`src/rtl/dmi_jtag_dtm_if.sv`:
```
`default_nettype none
// ==================================================================
// dmi_jtag_dtm_if : DMI request/response handshake bundle  (rev 1.0)
// ==================================================================
interface dmi_jtag_dtm_if #(
  parameter int AbitsWidth = 7
);
  logic                  req_valid;
  logic                  req_ready;
  logic [AbitsWidth-1:0] req_addr;
  logic [31:0]           req_data;
  logic [1:0]            req_op;
  logic                  resp_valid;
  logic                  resp_ready;
  logic [31:0]           resp_data;
  logic [1:0]            resp_err;

  modport master (
    output req_valid, req_addr, req_data, req_op, resp_ready,
    input  req_ready, resp_valid, resp_data, resp_err
  );

  modport slave (
    input  req_valid, req_addr, req_data, req_op, resp_ready,
    output req_ready, resp_valid, resp_data, resp_err
  );
endinterface
`default_nettype wire

```
`src/rtl/dmi_jtag_dtm.sv`:
```
`default_nettype none
// ==================================================================
// dmi_jtag_dtm : JTAG DTM dtmcs/dmi registers and DMI handshake engine  (rev 1.0)
// ==================================================================
module dmi_jtag_dtm #(
  parameter int AbitsWidth    = 7,
  parameter int IdleHint      = 1,
  parameter int TimeoutCycles = 0
) (
  input  logic           clk_i,
  input  logic           rst_i,
  input  logic           test_logic_reset_i,
  input  logic           capture_dr_i,
  input  logic           shift_dr_i,
  input  logic           update_dr_i,
  input  logic           dmi_select_i,
  input  logic           dtmcs_select_i,
  input  logic           tdi_i,
  output logic           tdo_o,
  dmi_jtag_dtm_if.master dmi,
  output logic [1:0]     dmi_error_o
);

  localparam int         c_dr_width   = AbitsWidth + 34;
  localparam int         c_cnt_width  = (TimeoutCycles > 0) ? $clog2(TimeoutCycles + 1) : 1;
  localparam logic [2:0] c_idle_hint  = 3'(IdleHint);
  localparam logic [5:0] c_abits      = 6'(AbitsWidth);
  localparam logic [1:0] c_op_read    = 2'd1;
  localparam logic [1:0] c_op_write   = 2'd2;
  localparam logic [1:0] c_err_none   = 2'd0;
  localparam logic [1:0] c_err_failed = 2'd2;
  localparam logic [1:0] c_err_busy   = 2'd3;

  typedef enum logic [1:0] {StIdle, StReq, StWaitResp} state_e;
  typedef logic [c_cnt_width-1:0] cnt_t;

  state_e                  state_q, state_d;
  logic [c_dr_width-1:0]   shift_q, shift_d;
  logic [AbitsWidth-1:0]   addr_q, addr_d;
  logic [31:0]             data_q, data_d;
  logic [1:0]              op_q, op_d;
  logic [1:0]              error_q, error_d;
  cnt_t                    cnt_q, cnt_d;
  logic                    discard_q, discard_d;

  logic                    w_busy;
  logic                    w_dmi_update;
  logic                    w_dtmcs_update;
  logic                    w_timeout;
  logic [31:0]             w_dtmcs;
  logic [AbitsWidth-1:0]   w_dr_addr;
  logic [31:0]             w_dr_data;
  logic [1:0]              w_dr_op;

  assign w_dmi_update   = update_dr_i && dmi_select_i;
  assign w_dtmcs_update = update_dr_i && dtmcs_select_i;
  assign w_busy         = (update_dr_i || capture_dr_i) && dmi_select_i && (state_q != StIdle);
  assign w_dtmcs        = {14'b0, 1'b0, 1'b0, 1'b0, c_idle_hint, error_q, c_abits, 4'd1};
  assign w_dr_addr      = shift_q[c_dr_width-1:34];
  assign w_dr_data      = shift_q[33:2];
  assign w_dr_op        = shift_q[1:0];

  if (TimeoutCycles > 0) begin : g_timeout
    assign w_timeout = (cnt_q == cnt_t'(TimeoutCycles - 1));
  end else begin : g_no_timeout
    assign w_timeout = 1'b0;
  end

  always_ff @(posedge clk_i or posedge rst_i) begin
    if (rst_i) begin
      state_q   <= StIdle;
      shift_q   <= '0;
      addr_q    <= '0;
      data_q    <= '0;
      op_q      <= '0;
      error_q   <= c_err_none;
      cnt_q     <= '0;
      discard_q <= 1'b0;
    end else begin
      state_q   <= state_d;
      shift_q   <= shift_d;
      addr_q    <= addr_d;
      data_q    <= data_d;
      op_q      <= op_d;
      error_q   <= error_d;
      cnt_q     <= cnt_d;
      discard_q <= discard_d;
    end
  end

  always_comb begin
    state_d   = state_q;
    shift_d   = shift_q;
    addr_d    = addr_q;
    data_d    = data_q;
    op_d      = op_q;
    error_d   = error_q;
    cnt_d     = cnt_q;
    discard_d = discard_q;

    // dtmcs only occupies the low 32 bits of the shared shift register
    if (test_logic_reset_i) begin
      shift_d = '0;
    end else if (capture_dr_i && dmi_select_i) begin
      shift_d = {addr_q, data_q, w_busy ? c_err_busy : error_q};
    end else if (capture_dr_i && dtmcs_select_i) begin
      shift_d[31:0] = w_dtmcs;
    end else if (shift_dr_i && dmi_select_i) begin
      shift_d = {tdi_i, shift_q[c_dr_width-1:1]};
    end else if (shift_dr_i && dtmcs_select_i) begin
      shift_d[31:0] = {tdi_i, shift_q[31:1]};
    end

    case (state_q)
      StIdle: begin
        if (discard_q && dmi.resp_valid) begin
          discard_d = 1'b0;
        end
        if (w_dmi_update && (error_q == c_err_none)) begin
          addr_d = w_dr_addr;
          data_d = w_dr_data;
          if (((w_dr_op == c_op_read) || (w_dr_op == c_op_write)) && !discard_q) begin
            op_d    = w_dr_op;
            state_d = StReq;
          end
        end
      end
      StReq: begin
        if (dmi.req_ready) begin
          state_d = StWaitResp;
          cnt_d   = '0;
        end
      end
      StWaitResp: begin
        if (dmi.resp_valid) begin
          state_d = StIdle;
          if ((op_q == c_op_read) && (dmi.resp_err == c_err_none)) begin
            data_d = dmi.resp_data;
          end
          if ((error_q == c_err_none) &&
              ((dmi.resp_err == c_err_failed) || (dmi.resp_err == c_err_busy))) begin
            error_d = dmi.resp_err;
          end
        end else if (w_timeout) begin
          state_d   = StIdle;
          discard_d = 1'b1;
          if (error_q == c_err_none) begin
            error_d = c_err_failed;
          end
        end else begin
          cnt_d = cnt_q + 1'b1;
        end
      end
      default: state_d = StIdle;
    endcase

    if (w_busy && (error_q == c_err_none)) begin
      error_d = c_err_busy;
    end

    // A request already handed off (or in flight) leaves a response to swallow
    if (w_dtmcs_update) begin
      if (shift_q[16]) begin
        error_d = c_err_none;
      end
      if (shift_q[17]) begin
        error_d = c_err_none;
        state_d = StIdle;
        if (((state_q == StWaitResp) && !dmi.resp_valid) ||
            ((state_q == StReq) && dmi.req_ready)) begin
          discard_d = 1'b1;
        end
      end
    end
  end

  assign tdo_o          = shift_q[0];
  assign dmi_error_o    = error_q;
  assign dmi.req_valid  = (state_q == StReq);
  assign dmi.req_addr   = addr_q;
  assign dmi.req_data   = data_q;
  assign dmi.req_op     = op_q;
  assign dmi.resp_ready = 1'b1;

endmodule
`default_nettype wire

```
`src/flat_wrapper.sv`:
```
// flat-port wrapper written by rule: the top's interface ports become plain ports
module dmi_jtag_dtm_flat 
#(
  parameter int AbitsWidth    = 7,
  parameter int IdleHint      = 1,
  parameter int TimeoutCycles = 0
)
  (clk_i, rst_i, test_logic_reset_i, capture_dr_i, shift_dr_i, update_dr_i, dmi_select_i, dtmcs_select_i, tdi_i, tdo_o, dmi_error_o, dmi_req_valid, dmi_req_addr, dmi_req_data, dmi_req_op, dmi_resp_ready, dmi_req_ready, dmi_resp_valid, dmi_resp_data, dmi_resp_err);
  dmi_jtag_dtm_if #(.AbitsWidth(AbitsWidth)) dmi_i ();
  input  logic clk_i;
  input  logic rst_i;
  input  logic test_logic_reset_i;
  input  logic capture_dr_i;
  input  logic shift_dr_i;
  input  logic update_dr_i;
  input  logic dmi_select_i;
  input  logic dtmcs_select_i;
  input  logic tdi_i;
  output logic tdo_o;
  output logic [1:0] dmi_error_o;
  output wire logic [$bits(dmi_i.req_valid)-1:0] dmi_req_valid;
  output wire logic [$bits(dmi_i.req_addr)-1:0] dmi_req_addr;
  output wire logic [$bits(dmi_i.req_data)-1:0] dmi_req_data;
  output wire logic [$bits(dmi_i.req_op)-1:0] dmi_req_op;
  output wire logic [$bits(dmi_i.resp_ready)-1:0] dmi_resp_ready;
  input wire logic [$bits(dmi_i.req_ready)-1:0] dmi_req_ready;
  input wire logic [$bits(dmi_i.resp_valid)-1:0] dmi_resp_valid;
  input wire logic [$bits(dmi_i.resp_data)-1:0] dmi_resp_data;
  input wire logic [$bits(dmi_i.resp_err)-1:0] dmi_resp_err;
  assign dmi_req_valid = dmi_i.req_valid;
  assign dmi_req_addr = dmi_i.req_addr;
  assign dmi_req_data = dmi_i.req_data;
  assign dmi_req_op = dmi_i.req_op;
  assign dmi_resp_ready = dmi_i.resp_ready;
  assign dmi_i.req_ready = dmi_req_ready;
  assign dmi_i.resp_valid = dmi_resp_valid;
  assign dmi_i.resp_data = dmi_resp_data;
  assign dmi_i.resp_err = dmi_resp_err;
  dmi_jtag_dtm #(.AbitsWidth(AbitsWidth), .IdleHint(IdleHint), .TimeoutCycles(TimeoutCycles)) u_core (.clk_i(clk_i), .rst_i(rst_i), .test_logic_reset_i(test_logic_reset_i), .capture_dr_i(capture_dr_i), .shift_dr_i(shift_dr_i), .update_dr_i(update_dr_i), .dmi_select_i(dmi_select_i), .dtmcs_select_i(dtmcs_select_i), .tdi_i(tdi_i), .tdo_o(tdo_o), .dmi(dmi_i), .dmi_error_o(dmi_error_o));
endmodule
```
`config.mk`:
```
export PLATFORM = sky130hd
export DESIGN_NAME = dmi_jtag_dtm_flat
export DESIGN_NICKNAME = d
export VERILOG_FILES = /design/src/rtl/dmi_jtag_dtm_if.sv /design/src/rtl/dmi_jtag_dtm.sv /design/src/flat_wrapper.sv
export SDC_FILE = /design/constraint.sdc
export NUM_CORES = 1
export LEC_CHECK = 0
export BUFFER_PORTS_ARGS = -buffer_cell sky130_fd_sc_hd__buf_2
export CAP_MARGIN = 20
export CORE_UTILIZATION = 55
export DETAILED_ROUTE_END_ITERATION = 16
export GPL_ROUTABILITY_DRIVEN = 0
export PLACE_DENSITY = 0.91
export SLEW_MARGIN = 20
export SYNTH_ARGS = -nofsm -noshare
export SYNTH_HDL_FRONTEND = slang
export SYNTH_SLANG_ARGS = --single-unit
```
`constraint.sdc`:
```
create_clock -name clk_i -period 5.2 [get_ports clk_i]
set_clock_uncertainty 0.15 [all_clocks]
set_input_delay 0.78 -clock clk_i [delete_from_list [all_inputs] [get_ports clk_i]]
set_output_delay 0.78 -clock clk_i [all_outputs]
set_load 0.05 [all_outputs]
```
== Word-level counts from Yosys, hierarchy flattened ==
Cells that the tools add are included.
Widths: inputs -> output; s select.
Storage, ports and cells
  bits in registers: 87
  word-level logic and storage cells: 83
  bits of input ports: 45
  output and inout port bits: 46
Cells by class
  multiplexer cells: 31
  reductions and logical operators: 33
  equal/unequal tests: 11
Operators by type and width (count)
  $mux 32: 6
  $mux 41: 2
  $pmux 32 s2: 1
  $mux 2: 14
  $mux 9: 2
  $logic_and 1x1->1: 16
  $eq 2x2->1 const B: 4
  $eq 2x1->1 const B: 3
  $logic_not 2->1: 3
  $pmux 2 s3: 1
  $mux 1: 5
  $reduce_bool 5->1: 1
  $logic_or 1x1->1: 4
  $ne 2x1->1 const B: 2
  $reduce_and 2->1: 2
  $reduce_and 4->1: 1
  $reduce_bool 2->1: 2
  $ne 3x2->1 const B: 1
  $reduce_and 3->1: 1
  $reduce_bool 3->1: 1
  $logic_not 1->1: 2
  $ne 2x2->1 const B: 1

== Longest topological paths before layout ==
Gate-level depths: netlist (run 1).
  word-level depth: 10
  gate-level depth with buffers: 7
  gate-level depth less buffers: 4

== Worst setup path after synthesis (run 1) ==
Ideal clock, no wire load.
  kind: reg2out
  start: reg u_core.state_q[0]
  end: out dmi_req_valid
  buffers on the path: 1
  arrival time: 1.186 ns
  stages on the path, launching flop included: 3
  path slack: 3.084 ns
  required time: 4.270 ns
  cell sequence: dfrtp_1 > buf_6 > nor2b_1
Between the ends
  cells in the longest elaborated chain, start to end: 1
RTL lines
  from (decl): line dmi_jtag_dtm.sv:37  | state_e state_q, state_d;
  from (signal assigned): line dmi_jtag_dtm.sv:71  | state_q <= StIdle;
  from (signal assigned): line dmi_jtag_dtm.sv:80  | state_q <= state_d;
  $eq 2x1->1: line dmi_jtag_dtm.sv:179  | assign dmi.req_valid = (state_q == StReq);
  to (decl): line flat_wrapper.sv:21  | output wire logic [$bits(dmi_i.req_valid)-1:0] dmi_req_valid;
Every way passes these cells.

== Final worst setup path (run 1) ==
  start: reg u_core.state_q[1]
  end: reg u_core.data_q[31], in the netlist u_core.dmi.req_data[31]
Between the ends
  cells in the longest elaborated chain, start to end: 3
  elaborated cells on any way between the ends: 8
  classes of those cells: 4 x eq/ne; 1 x mux; 3 x reduce/logical
RTL lines
  $eq 2x2->1 / $logic_not 2->1 (equally long branches): line dmi_jtag_dtm.sv:114  | case (state_q)
  $ne 2x1->1 (no source line), or another cell as far along
  $reduce_and 4->1 (no source line)
  to (signal assigned): line dmi_jtag_dtm.sv:83  | data_q <= data_d;
  to (decl): line dmi_jtag_dtm.sv:40  | logic [31:0] data_q, data_d;
Several ways; a longest one is shown, not always the timed one.
A chain may end at the register's enable or synchronous reset.

==> results of run 1 <==
## where the power goes
group | switching (uW) | internal (uW) | leakage, uW | total (uW)
logic | 520 | 172 | 0.000888 | 692
clock network | 238 | 234 | 0.000103 | 472
registers | 92.8 | 772 | 0.00119 | 865
## layer usage
metal / GRT usage / share of wire / up-vias / routed length [um]
met4: 0.113 / 0.018 / 0 / 192
met5: 0 / 0 / - / 0
li1: - / - / 1630 / -
met2: 0.448 / 0.49 / 250 / 5280
met3: 0.0471 / 0.094 / 22 / 1020
met1: 0.397 / 0.40 / 1742 / 4300
## metrics by stage
step                      hold WS (ps)  power (uW)   util
after floorplan                    315        1380      -
after global placement             340        1540  0.633
after detailed placement           352        1560  0.633
after CTS                          371        2030  0.659
after global routing               405        2110  0.659
final                              354        2030  0.659
## state kept, by name, summed over array words and instances, names as in the netlist
| name | flops |
|---|---|
| u_core.discard_q | 1 |
| u_core.dmi.req_addr | 7 |
| u_core.dmi.req_data | 32 |
| u_core.dmi.req_op | 2 |
| u_core.dmi_error_o | 2 |
| u_core.shift_q | 41 |
| u_core.state_q | 2 |
## cell type report
type	count	area, sq um	share of cell area
Sequential cell	87	2180	0.451
Clock buffer	10	138	0.0285
Multi-Input combinational cell	284	1830	0.379
Inverter	7	27.5	0.00570
Timing Repair Buffer	93	475	0.0984
Clock inverter	5	57.6	0.0119
Tap cell	99	124	0.0256
## critical path, stage by stage, from the launching register on
cell     delay (ps)
dfrtp_1         460
nor2b_4         170
buf_4           480
o41a_4          510
or2_4           450
o21ai_0         160
## cell usage in the layout, fill, tap and decap left out, types with 2 or more instances in the layout
cell type,synthesis,final
buf_2,13,89
dfrtp_1,87,87
o21ai_0,70,70
nand2_1,48,48
mux2i_1,42,42
o21ai_1,30,29
a22oi_1,24,24
clkbuf_8,0,10
o31ai_1,9,9
nor2_1,9,8
mux2_2,8,8
inv_1,7,6
o22ai_1,4,4
buf_4,1,4
and2_1,3,3
clkinv_2,0,3
a21oi_1,3,3
o21ai_2,1,2
nor2_2,1,2
and3_1,2,2
nor3_1,2,2
o211ai_1,2,2
o31a_1,2,2
nor2b_1,3,2
o41ai_1,2,2
## cell families (layout without fill, tap and decap cells)
kind of cell | after synthesis | in the layout | share of synthesized area
other | 1 | 1 | 0.000894
AND/OR/NAND/NOR | 76 | 76 | 0.0844
buffers and inverters | 40 | 115 | 0.0477
flip-flops | 87 | 87 | 0.519
XOR/XNOR | 1 | 1 | 0.00209
multiplexers | 50 | 50 | 0.122
AO/OA/AOI/OAI | 156 | 156 | 0.225
## path summary, 6_finish.rpt
kind                                                startpoint                             endpoint  slack (ps)
worst max register to register     u_core.state_q[1]$_DFF_PP0_  u_core.dmi.req_data[31]$_DFFE_PP0P_        2680
worst min-delay path                                     rst_i   u_core.dmi.req_addr[6]$_DFFE_PP0P_         350
min in group clk_i              u_core.shift_q[38]$_DFFE_PP0P_       u_core.shift_q[38]$_DFFE_PP0P_         370
worst min register to register  u_core.shift_q[38]$_DFFE_PP0P_       u_core.shift_q[38]$_DFFE_PP0P_         370
max in group asynchronous                                rst_i       u_core.shift_q[28]$_DFFE_PP0P_        3470
worst max-delay path               u_core.state_q[1]$_DFF_PP0_  u_core.dmi.req_data[31]$_DFFE_PP0P_        2680
==> results.yml, run 1 <==
sta:
  fin_tns_setup_ps: 0
  rsz0062_at_grt: "no"
  final.period_utilization: 0.484
  fmax_ghz: 0.397
  maxSlewViolCount: 0
  setup_viol: 0
  finalHoldViolations: 0
  tightest_slew_ps: 1090
  max_slew_margin: 0.274
  finalCriticalPeriod_ps: 2520
  final.setup.worst_slack_ps: 2680
detailed_routing:
  drt_wl_total_um: 10800
  drt_iter0_drc: 441
  drc: 0
  via_per_inst: 6.23
  ant_nets: 0
  vias: 3644
  wire_per_inst_um: 18.4
  dr.pass1.iters: 5
clocking:
  clock-root-buffer: "clkbuf_8"
  clk_path_buf_depth: 2
  numCtsBuffers: 9
  cts.sinks: 87
  cts_max_level: 3
  cts_tree: "built"
  ctsResizeCount: 0
  cts_setup_buffers: 0
  holdBufCountCts: 0
  clock_latency_ps: 350
  clk_pin_slew_ps: 90
layout:
  fillers: 548
  area_delta_synth_final_pct: 15.1
  postLayoutCellArea_sq_um: 4830
  finalNonFillerCells: 585
  nets: 527
  diodes: 0
  drive_above_1_share: 0.265
logic_synthesis:
  synth_warnings: 0
  synth_top_cell_by_area: "dfrtp_1"
  syn-cell-area_sq_um: 4200
  ys_seq_elements: 87
  async_flop_share: 1.00
  synth_top_area_frac: 0.519
  synth_edf_count: 0
  ys_types: 45
  synth.area.top_cells: "dfrtp_1, mux2i_1, o21ai_0"
  yosysMostFrequentCell: "dfrtp_1"
  yosysSeqAreaShare: 0.519
  yosys-top-cells-count: "dfrtp_1, o21ai_0, nand2_1"
  ys.flop_type: "dfrtp_1"
  syn_nets: 456
  syn_inst: 411
  syn_avg_cell_area_sq_um: 10.2
floorplan:
  die_w_um: 89.4
  io_pins: 91
  die_area_sq_um: 7980
  core_area_sq_um: 7330
  start_util: 0.572
  die_h_um: 89.4
  num_rows: 31
critical_path:
  start_kind: "flop"
  cp-end-kind: "flop"
  required_ps: 5270
  crit_fanout: 33
  reg2reg_depth: 5
  critPathKind: "reg -> reg"
  arrival_ps: 2590
global_route:
  grt_pass1_vias: 3457
  grt_pass1_wl_um: 17000
  antenna_found_initial: 0
  grt_start_max_net_pins: 51
  overflow: 0
  track_usage: 0.285
outcome:
  status: "completed"
placement:
  placed_area_sq_um: 4640
  hpwlAfterDp_um: 7010
  pre_cts_slack_ps: 2590
  io_buffers: 89
  dpl.cell_count: 570
power:
  powerDensity_nw_per_um2: 420
  p_leak_uw: 0.00218
  ir_worst_vdd_mv: 0.317
job:
  drv_cap: 0
worst_hold_path:
  hp-class: "in -> async"
(Power assumes the default switching activity.)
==> run 2, diff against run 1 <==
--- a/config.mk
+++ b/config.mk
@@ -5,12 +5,13 @@
 export SDC_FILE = /design/constraint.sdc
 export NUM_CORES = 1
 export LEC_CHECK = 0
+export ABC_AREA = 1
 export BUFFER_PORTS_ARGS = -buffer_cell sky130_fd_sc_hd__buf_2
 export CAP_MARGIN = 20
-export CORE_UTILIZATION = 55
+export CORE_UTILIZATION = 50
 export DETAILED_ROUTE_END_ITERATION = 16
 export GPL_ROUTABILITY_DRIVEN = 0
-export PLACE_DENSITY = 0.91
+export PLACE_DENSITY = 0.86
 export SLEW_MARGIN = 20
 export SYNTH_ARGS = -nofsm -noshare
 export SYNTH_HDL_FRONTEND = slang
==> constraint.sdc (replaced) <==
create_clock -name clk_i -period 2.15 [get_ports clk_i]
set_clock_uncertainty 0.15 [all_clocks]
set_input_delay 0.3225 -clock clk_i [delete_from_list [all_inputs] [get_ports clk_i]]
set_output_delay 0.3225 -clock clk_i [all_outputs]
set_load 0.05 [all_outputs]
==> run 2 against run 1 <==
  * Register-to-register slack got worse by 2400 ps
  * Sequential share of layout area fell by 3.2 points
  * Wire length rose by 5.2%
  * Cell count rose by 37%
  * Cell area rose by 7.6%
  * Flip-flop and latch count did not move
  * Critical endpoint is now u_core.dmi.req_data[3]$_DFFE_PP0P_
==> results.yml, run 2 <==
logic_synthesis:
  syn-cell-area_sq_um: 4530
  ys_seq_elements: 87
  syn_nets: 654
  ys.flop_type: "dfrtp_1"
  async_flop_share: 1.00
  synth_edf_count: 0
  synth_top_area_frac: 0.480
  yosysSeqAreaShare: 0.480
  synth_warnings: 0
  yosys-top-cells-count: "nand2_1, dfrtp_1, o21ai_0"
  syn_avg_cell_area_sq_um: 7.45
  synth_top_cell_by_area: "dfrtp_1"
  yosysMostFrequentCell: "nand2_1"
  synth.area.top_cells: "dfrtp_1, nand2_1, o21ai_0"
  syn_inst: 609
  ys_types: 24
critical_path:
  crit_fanout: 32
  cp_slowest_cell: "dfrtp_1"
  cp.depth: 7
  r2r_start: "u_core.state_q[1]$_DFF_PP0_"
  start_kind: "flop"
  crit_buf_inv: 1
  critPathKind: "reg -> reg"
  crit_start: "u_core.state_q[1]$_DFF_PP0_"
  cp-end-kind: "flop"
  arrival_ps: 2000
  critical-path-max-stage-delay_ps: 410
  path_cells: "inv_2 > nor2_4 > nand2_1 > nand2_4 > nand2_4 > nand2_1 > nand2_1"
  cp_common_cell: "nand2_1"
  crit_family: "simple AND/OR/NAND/NOR gates"
  rrSetupSlack_ps: 230
  reg2reg_depth: 7
  timing.rr.end: "u_core.dmi.req_data[3]$_DFFE_PP0P_"
  required_ps: 2230
layout:
  final_common_cell: "nand2_1"
  area_delta_synth_final_pct: 14.7
  fillers: 781
  largest-register: "u_core.shift_q"
  multi_input_area_sq_um: 1910
  postLayoutCellArea_sq_um: 5200
  nets: 734
  largest_register_ffs: 41
  seq_area_sq_um: 2180
  finalNonFillerCells: 802
  diodes: 0
  drive_above_1_share: 0.187
  final_cell_mix: "nand2_1, buf_2, dfrtp_1, o21ai_0, inv_1"
worst_hold_path:
  min_from: "dmi_req_ready"
  hold_path_end: "u_core.state_q[0]$_DFF_PP0_"
  hold_depth: 4
  hp-class: "in -> reg"
power:
  ir_worst_vdd_mv: 0.451
  powerDensity_nw_per_um2: 992
  finalPower_uw: 5160
  p_leak_uw: 0.00284
detailed_routing:
  vias: 4281
  via_per_inst: 5.34
  drt_wl_total_um: 11400
  drc: 0
  drt_iter0_drc: 331
  ant_nets: 0
  dr.pass1.iters: 7
  wire_per_inst_um: 14.2
global_route:
  grt_pass1_wl_um: 19300
  grt_start_max_net_pins: 88
  grt_pass1_vias: 4093
  overflow: 0
  antenna_found_initial: 0
  track_usage: 0.251
placement:
  placed_area_sq_um: 4990
  hpwlAfterDp_um: 7780
  dpl.cell_count: 785
  io_buffers: 89
  pre_cts_slack_ps: 303
sta:
  fmax_ghz: 0.522
  setup_viol: 0
  finalCriticalPeriod_ps: 1920
  finalHoldViolations: 0
  maxSlewViolCount: 0
  final.setup.worst_slack_ps: 235
  rsz0062_at_grt: "no"
  final.period_utilization: 0.891
  fin_tns_setup_ps: 0
floorplan:
  die_area_sq_um: 9450
  die_h_um: 97.2
  core_area_sq_um: 8760
  num_rows: 34
  io_pins: 91
  start_util: 0.517
  die_w_um: 97.2
clocking:
  clock-root-buffer: "clkbuf_8"
  numCtsBuffers: 9
  cts_tree: "built"
  clk_path_buf_depth: 2
  cts_setup_buffers: 0
  cts.sinks: 87
  clock_latency_ps: 350
  cts_max_level: 3
  holdBufCountCts: 1
  ctsResizeCount: 0
  clk_pin_slew_ps: 80
job:
  drv_cap: 0
outcome:
  status: "completed"
[run 2: worst min-delay path, delay by kind of cell]
family          cells  cell delay [ps]
compound gates      1               70
buf+inv             2              130
simple gates        1               60
[run 2: worst max-delay path by stage]
stage,to,slack (ps)
after detailed placement,u_core.dmi.req_data[3]$_DFFE_PP0P_,300
after CTS,u_core.dmi.req_data[3]$_DFFE_PP0P_,280
after floorplan,u_core.state_q[1]$_DFF_PP0_,420
after global placement,u_core.shift_q[31]$_DFFE_PP0P_,370
after global routing,u_core.dmi.req_data[22]$_DFFE_PP0P_,120
final,u_core.dmi.req_data[3]$_DFFE_PP0P_,230
[run 2: cells by family after synthesis]
group                  Yosys count  share of synthesized area
flip-flops                      87                      0.480
AO/OA/AOI/OAI                   95                      0.110
buffers and inverters           89                     0.0993
AND/OR/NAND/NOR                337                      0.310
other                            1                   0.000827
[run 2: final cells by class]
type / count / area share
Clock buffer: 12 / 0.0260
Clock inverter: 4 / 0.0135
Inverter: 56 / 0.0411
Multi-Input combinational cell: 433 / 0.368
Sequential cell: 87 / 0.419
Tap cell: 108 / 0.0260
Timing Repair Buffer: 102 / 0.107
[run 2: per-stage QoR]
stage,hold slack (ps),util
4_1_cts,121,0.594
6_report,136,0.594
2_1_floorplan,299,-
3_5_place_dp,315,0.569
3_3_place_gp,311,0.569
5_1_grt,169,0.594
[run 2: layer usage]
metal | vias to the layer above | GRT usage | part of all wire
met2 | 198 | 0.403 | 0.47
li1 | 2062 | - | -
met1 | 1996 | 0.337 | 0.43
met4 | 0 | 0.104 | 0.023
met5 | - | 0 | 0
met3 | 25 | 0.0432 | 0.081
[run 2: power breakdown]
part / total, uW / internal (uW) / switching, uW
registers: 2130 / 1910 / 229
clock network: 1220 / 653 / 564
logic: 1810 / 406 / 1400
